--- config.mk ---
export PLATFORM = sky130hd
export DESIGN_NAME = dma_arbiter
export DESIGN_NICKNAME = d
export VERILOG_FILES = /design/src/rtl/dma_arbiter.sv
export SDC_FILE = /design/constraint.sdc
export NUM_CORES = 1
export LEC_CHECK = 0
export ABC_AREA = 1
export BUFFER_PORTS_ARGS = -buffer_cell sky130_fd_sc_hd__clkbuf_2
export CAP_MARGIN = 20
export CORE_UTILIZATION = 40
export CTS_CLUSTER_SIZE = 20
export DETAILED_ROUTE_END_ITERATION = 8
export GPL_TIMING_DRIVEN = 0
export PLACE_DENSITY = 0.95
export SLEW_MARGIN = 40
export SYNTH_ARGS = -nofsm -noshare
export SYNTH_HDL_FRONTEND = slang
export SYNTH_SLANG_ARGS = --single-unit
--- constraint.sdc ---
create_clock -name clk -period 2.3 [get_ports clk]
set_clock_uncertainty 0.1 [all_clocks]
set_input_delay 0.23 -clock clk [delete_from_list [all_inputs] [get_ports clk]]
set_output_delay 0.23 -clock clk [all_outputs]
set_load 0.02 [all_outputs]
--- src/rtl/dma_arbiter.sv ---
`default_nettype none
// +----------------------------------------------------------------------------+
// | Module      : dma_arbiter                                                  |
// | Description : Shares the RAM port between the CPU (default owner) and two |
// |               DMA requesters. Grants are bounded bursts, and every grant  |
// |               is followed by a guaranteed CPU window. When both DMA       |
// |               requesters are waiting, they are served round-robin.        |
// |               Define DMA_ARB_STATS_EN to add per-requester grant counters |
// |               (grant_cnt0 / grant_cnt1).                                   |
// | Revision    : 1.0 - initial release                                        |
// +----------------------------------------------------------------------------+
module dma_arbiter #(
   parameter int unsigned BURST   = 4,   // max consecutive granted cycles (1..15)
   parameter int unsigned CPU_GAP = 1    // forced CPU cycles after each grant (0..7)
) (
   input  logic        clk,
   input  logic        reset,
   input  logic        bus_arbitrate,
   output logic        bus_ack,
   input  logic        dma0_req,
   input  logic [17:0] dma0_addr,
   input  logic [15:0] dma0_data_out,
   input  logic        dma0_rd,
   input  logic        dma0_wr,
   output logic        dma0_ack,
   input  logic        dma1_req,
   input  logic [17:0] dma1_addr,
   input  logic [15:0] dma1_data_out,
   input  logic        dma1_rd,
   input  logic        dma1_wr,
   output logic        dma1_ack,
   output logic [17:0] dma_addr,
   output logic [15:0] dma_data_out,
   output logic        dma_rd,
   output logic        dma_wr,
`ifdef DMA_ARB_STATS_EN
   output logic [15:0] grant_cnt0,
   output logic [15:0] grant_cnt1,
`endif
   output logic [1:0]  owner
);

   localparam logic [0:0] IDLE  = 1'b0;
   localparam logic [0:0] GRANT = 1'b1;

   localparam logic [1:0] OWN_CPU  = 2'b00;
   localparam logic [1:0] OWN_DMA0 = 2'b01;
   localparam logic [1:0] OWN_DMA1 = 2'b10;

   localparam logic [3:0] BURST_MAX = BURST[3:0];
   localparam logic [2:0] GAP_LOAD  = CPU_GAP[2:0];

   logic [0:0] state;
   logic       rr;          // 0: dma0 preferred on a tie, 1: dma1 preferred
   logic [3:0] burst_cnt;
   logic [2:0] gap_cnt;

   logic [0:0] state_nxt;
   logic [1:0] owner_nxt;
   logic       bus_ack_nxt;
   logic       ack0_nxt;
   logic       ack1_nxt;
   logic       rr_nxt;
   logic [3:0] burst_nxt;
   logic [2:0] gap_nxt;

   // dma1 wins only if it is the sole requester or it holds the rr preference
   logic pick1;
   logic owner_req;
   assign pick1     = dma1_req && (!dma0_req || rr);
   assign owner_req = (owner == OWN_DMA1) ? dma1_req : dma0_req;

   // State register: all arbiter state, cleared synchronously by reset
   always_ff @(posedge clk) begin
      if (reset) begin
         state     <= IDLE;
         owner     <= OWN_CPU;
         bus_ack   <= 1'b1;
         dma0_ack  <= 1'b0;
         dma1_ack  <= 1'b0;
         rr        <= 1'b0;
         burst_cnt <= 4'd0;
         gap_cnt   <= 3'd0;
      end else begin
         state     <= state_nxt;
         owner     <= owner_nxt;
         bus_ack   <= bus_ack_nxt;
         dma0_ack  <= ack0_nxt;
         dma1_ack  <= ack1_nxt;
         rr        <= rr_nxt;
         burst_cnt <= burst_nxt;
         gap_cnt   <= gap_nxt;
      end
   end

   // Next-state logic: CPU window countdown, arbitration and burst termination
   always_comb begin
      state_nxt   = state;
      owner_nxt   = owner;
      bus_ack_nxt = bus_ack;
      ack0_nxt    = dma0_ack;
      ack1_nxt    = dma1_ack;
      rr_nxt      = rr;
      burst_nxt   = burst_cnt;
      gap_nxt     = gap_cnt;
      case (state)
         IDLE: begin
            if (gap_cnt != 3'd0) begin
               gap_nxt = gap_cnt - 3'd1;
            end else if (bus_arbitrate && (dma0_req || dma1_req)) begin
               state_nxt   = GRANT;
               bus_ack_nxt = 1'b0;
               burst_nxt   = 4'd1;
               if (pick1) begin
                  owner_nxt = OWN_DMA1;
                  ack1_nxt  = 1'b1;
               end else begin
                  owner_nxt = OWN_DMA0;
                  ack0_nxt  = 1'b1;
               end
            end
         end
         GRANT: begin
            if (!owner_req || (burst_cnt >= BURST_MAX)) begin
               state_nxt   = IDLE;
               owner_nxt   = OWN_CPU;
               bus_ack_nxt = 1'b1;
               ack0_nxt    = 1'b0;
               ack1_nxt    = 1'b0;
               gap_nxt     = GAP_LOAD;
               rr_nxt      = (owner == OWN_DMA0);
            end else begin
               burst_nxt = burst_cnt + 4'd1;
            end
         end
         default: begin
            state_nxt = IDLE;
         end
      endcase
   end

   // Output mux: only the current owner reaches the RAM port; wr beats rd
   always_comb begin
      dma_addr     = 18'd0;
      dma_data_out = 16'd0;
      dma_rd       = 1'b0;
      dma_wr       = 1'b0;
      case (owner)
         OWN_DMA0: begin
            dma_addr     = dma0_addr;
            dma_data_out = dma0_data_out;
            dma_wr       = dma0_wr;
            dma_rd       = dma0_rd && !dma0_wr;
         end
         OWN_DMA1: begin
            dma_addr     = dma1_addr;
            dma_data_out = dma1_data_out;
            dma_wr       = dma1_wr;
            dma_rd       = dma1_rd && !dma1_wr;
         end
         default: begin
            dma_addr     = 18'd0;
         end
      endcase
   end

`ifdef DMA_ARB_STATS_EN
   logic rise0;
   logic rise1;
   assign rise0 = ack0_nxt && !dma0_ack;
   assign rise1 = ack1_nxt && !dma1_ack;

   // Grant statistics: count ack rising edges, wrapping at 16 bits
   always_ff @(posedge clk) begin
      if (reset) begin
         grant_cnt0 <= 16'd0;
         grant_cnt1 <= 16'd0;
      end else begin
         if (rise0) grant_cnt0 <= grant_cnt0 + 16'd1;
         if (rise1) grant_cnt1 <= grant_cnt1 + 16'd1;
      end
   end
`endif

endmodule
`default_nettype wire

---- Yosys cells after proc, flatten, opt, wreduce, memory -nomap -nowiden ----
Cells that the tools add are included.
word-level totals
  flip-flop bits (word level) ............. 14
  logic and storage cells ................. 73
cells by class
  add/subtract/negate cells ............... 2
  $lt $le $gt $ge ......................... 1
  equal/unequal tests ..................... 9
  muxes and demuxes ....................... 34
  bitwise gates (word level) .............. 1
  reductions and logical operators ........ 18
operator list
  cell                                                                count
  one-hot mux 18 bit (2 select lines)                                 1
  one-hot mux 16 bit (2 select lines)                                 1
  two-way mux 1 bit                                                   14
  two-way mux 4 bit                                                   3
  != test 2 bit (second input constant)                               6
  one-hot mux 1 bit (2 select lines)                                  6
  two-way mux 2 bit                                                   4
  one-hot mux 4 bit (2 select lines)                                  1
  AND reduction 4 bit                                                 2
  two-way mux 3 bit                                                   2
  one-hot mux 3 bit (2 select lines)                                  1
  AND reduction 3 bit                                                 2
  adder 4 x 1 -> 4 bit (second input constant)                        1
  greater-or-equal comparator 4 x 3 -> 1 bit (second input constant)  1
  logical AND 1 bit                                                   4
  zero test 1 bit                                                     4
  one-hot mux 2 bit (2 select lines)                                  1
  AND reduction 2 bit                                                 2
  logical OR 1 bit                                                    3
  nonzero test 3 bit                                                  1
  subtractor 3 x 1 -> 3 bit (second input constant)                   1
  equality test 2 x 1 -> 1 bit (second input constant)                1
  equality test 2 bit (second input constant)                         1
  != test 2 x 1 -> 1 bit (second input constant)                      1
  NOT 1 bit                                                           1

---- Longest topological paths before layout ----
  depth in word-level cells ............... 7
  mapped depth ............................ 11
  gate-level depth less buffers ........... 10

---- Worst setup path after synthesis ----
OpenSTA, ideal clock, no wires.
  path kind ............................... reg-to-output
  start point ............................. register owner[0]
  end point ............................... output port dma_addr[14]
  arrival time ............................ 1.561 ns
  data required time ...................... 1.970 ns
  setup slack ............................. 0.409 ns
  cell stages (with the launch flop) ...... 6
  path buffers ............................ 2
  path through ............................ dfxtp_1 > inv_1 > ha_1 > buf_2 > buf_1 > a21oi_1
on the way
  word-level cells in the longest chain between the ends .. 2
  elaborated cells on any way between the ends .. 3
  those cells by class .................... eq/ne: 2; mux: 1
RTL lines
  element                                                                     RTL line  RTL
  start: declaration                                                          40        output logic [1:0] owner
  start signal: assignment                                                    86        owner <= owner_nxt;
  equality test 2 bit / equality test 2 x 1 -> 1 bit (equally long branches)  148       case (owner)
  one-hot mux 18 bit (2 select lines) (*)                                     148
  end: declaration                                                            32        output logic [17:0] dma_addr,
Mark *: on every way between the ends. The rest lies on a longest branch, timed or not.

---- Worst setup path in the final report ----
  start point ............................. register owner[0]
  end point ............................... output port dma_addr[9]
Same word-level chain as after synthesis.

==> impl_metrics.csv <==
group,metric,value,unit
power,p_int,765,uW
grt,grt.overflow.total,0,
detailed_routing,via_per_inst,4.81,
sta,max_freq,466,MHz
critical_path,startpoint,"owner[0]",
grt,grt_max_degree,11,
power,p_per_area,894,mW/mm^2
final_layout,fillCellCount,264,
power,switching_share,54.8,%
synth,netlist_area,0.00125,sq mm
power,ir_worst_vdd,529,uV
floorplan,rows,19,
sta,worstMarginPinSlew,0.408,ns
floorplan,die_area,0.00335,sq mm
detailed_routing,ant_nets,0,
critical_path,timing.rr.start,"owner[0]",
grt,grt.total_usage,22.9,%
grt,grt_pass1_vias,1527,
power,seqPwrFrac,20.1,%
critical_path,reg2reg_to,"owner[1]",
critical_path,path_max_fanout,10,
critical_path,max_stage_delay,0.38,ns
clock_tree,clock-sinks,14,
final_layout,final_cell_mix,"clkbuf_2 (119), nand2_1 (90), a21oi_1 (42)",
power,p_sw,927,uW
final_layout,area_delta_synth_final,51.8,%
final_layout,layout_commonest_cell,"clkbuf_2",
clock_tree,cts.hold.buffers_added,0,
critical_path,cp-start-kind,"flip-flop",
grt,grt_first_pass_wirelength,6180,um
power,leakage,0.00101,uW
clock_tree,cts-htree-levels,1,
critical_path,path_depth,6,
grt,busiest_layer,"met2",
clock_tree,post_cts_buffers,0,
sta,setup_viol,0,
clock_tree,cts_buffers,3,
grt,met2_usage,43.3,%
detailed_routing,dr.pass1.iters,8,
sta,rsz0062_at_grt,"no",
clock_tree,clkSlewWorstSetupHoldPaths,0.08,ns
grt,antenna_found_initial,0,
critical_path,rrSetupSlack,0.67,ns
power,clkPwrFrac,8.2,%
worst_hold_path,hold_path_class,"in -> reg",
clock_tree,postCtsResizedCells,0,
synth,syn_nets,299,
critical_path,worstPathArrival,1.82,ns
clock_tree,clock_path_buffers,2,
detailed_routing,wire_per_inst,11.0,um
status,outcome,"finished with violations",
critical_path,crit_buf_inv,4,
floorplan,start_util,43.7,%
synth,yosys_warnings,0,
place,hpwl,3320,um
power,power,1690,uW
critical_path,crit_chain,"inv_1 -> ha_1 -> buf_2 -> clkbuf_2 -> a21oi_1 -> clkbuf_2",
synth,synth.avg_cell_area,5.78,sq um
synth,synthDistinctLibCells,23,
critical_path,cp-endpoint,"dma_addr[9]",
clock_tree,cts_tree,"yes",
flow_run,drv_cap,0,
final_layout,multiInputGateArea,845,sq um
critical_path,rr_worst_depth,9,
floorplan,core,0.00285,sq mm
place,gp_congestion,0.827,
critical_path,cp_top_family,"buffers and inverters",
critical_path,crit_required,1.97,ns
clock_tree,cts_root_buf,"clkbuf_4",
synth,syn_inst,216,
sta,tns,0,ns
place,io_buffers,116,
worst_hold_path,hold_depth,2,
critical_path,endpoint_kind,"output port",
final_layout,finalNetCount,420,
grt,met3_usage,2.01,%
detailed_routing,drc,9,
detailed_routing,wirelength,4030,um
critical_path,timing.critical_path.mode_cell,"clkbuf_2",
synth,ys_seq_area_share,22.5,%
sta,slew_headroom,72.8,%
sta,slew_violations,0,
critical_path,critical_path_class,"reg -> out",
critical_path,crit_slowest_cell,"dfxtp_1",
final_layout,final_layout_size_suffix_gt1_share,44.8,%
synth,synth-seq-cells,14,
sta,fin_crit_sh,93.4,%
floorplan,die_y,57.8,um
sta,fin_crit,2.15,ns
detailed_routing,drt-initial-drc-count,122,
clock_tree,clock_latency,0.28,ns
detailed_routing,vias,1759,
power,combPwrFrac,71.7,%
floorplan,io-pin-count,118,
status,violations,"DRC",
sta,finalHoldViolCount,0,
floorplan,die_w,57.8,um
grt,met1_usage,26.2,%
final_layout,insertedDiodeCount,0,
final_layout,seq_area,280,sq um
-- state kept, by name, indices dropped and copies added, names as in the netlist --
register   cells
bus_ack        1
rr             1
gap_cnt        3
owner          2
state          1
dma1_ack       1
burst_cnt      4
dma0_ack       1
-- worst min path at each step --
stage / startpoint / end
6_report: reset / burst_cnt[3]
5_1_grt: reset / burst_cnt[1]
4_1_cts: reset / burst_cnt[1]
3_5_place_dp: burst_cnt[3] / burst_cnt[3]
3_3_place_gp: burst_cnt[3] / burst_cnt[3]
2_1_floorplan: burst_cnt[3] / burst_cnt[3]
-- power groups by stage --
stage               sequential (uW)  clock [uW]  combinational, uW
floorplan                       369           0                831
global placement                343           0               1180
detailed placement              346           0               1200
CTS                             340         140               1210
global route                    348         151               1350
finish                          340         139               1210
-- kinds of logic (layout without fill, tap and decap cells) --
| family | Yosys count | in the layout | share of synthesized area, % |
|---|---|---|---|
| adder cells (fa/ha/maj) | 6 | 6 | 6.02 |
| buffers and inverters | 28 | 147 | 9.83 |
| flip-flops | 14 | 14 | 22.5 |
| XOR/XNOR | 1 | 1 | 0.702 |
| AO/OA/AOI/OAI | 51 | 51 | 21.9 |
| AND/OR/NAND/NOR | 116 | 116 | 39.1 |
-- worst reg2reg max path, stage by stage, from the launching register on --
cell,delay [ns]
dfxtp_1,0.38
inv_1,0.09
ha_1,0.21
buf_6,0.14
nand2_2,0.08
nand3_2,0.10
nand2_4,0.10
nand2_2,0.07
o21ai_1,0.14
a21oi_1,0.09
-- layer usage --
layer  vias up  part of all wire, %
li1        923                    -
met1       760                   41
met2        69                   51
met3         7                  6.6
met4         0                  1.6
met5         -                    0
-- per-stage QoR --
stage | util, % | cell area (sq um) | instances | hold WS, ns | setup WS, ns
final | 66.4 | 1890 | 366 | 0.213 | 0.153
after global routing | 66.4 | 1890 | 366 | 0.249 | 0.0401
after CTS | 66.2 | 1890 | 366 | 0.211 | 0.0835
after detailed placement | 65.4 | 1870 | 363 | 0.337 | 0.390
after global placement | 65.4 | 1870 | 363 | 0.332 | 0.428
after floorplan | - | 1250 | 216 | 0.317 | 0.409
-- cell usage after synthesis --
cell	instances	area share, %
nand2_1	90	27
buf_1	1	0.30
nand4_1	1	0.50
nor2_2	1	0.50
xor2_1	1	0.70
nand2_2	7	3.5
nand3_1	4	1.6
a21oi_1	42	17
buf_6	1	0.90
ha_1	6	6.0
o21ai_0	2	0.80
nor2_1	9	2.7
o21ai_1	2	0.80
a21oi_2	4	2.8
nand3_2	1	0.80
buf_2	8	3.2
nand2_4	2	1.8
inv_2	4	1.2
clkbuf_1	3	0.90
inv_1	11	3.3
dfxtp_1	14	22
o21a_1	1	0.60
nand3b_1	1	0.60
-- area by class of cell --
type                            instances  area share (%)
Buffer                                 13            3.70
Sequential cell                        14            14.8
Inverter                               15            2.97
Tap cell                               31            2.05
Multi-Input combinational cell        174            44.6
Clock buffer                            3            1.19
Timing Repair Buffer                  116            30.7
Power figures use the tool's default switching activity.
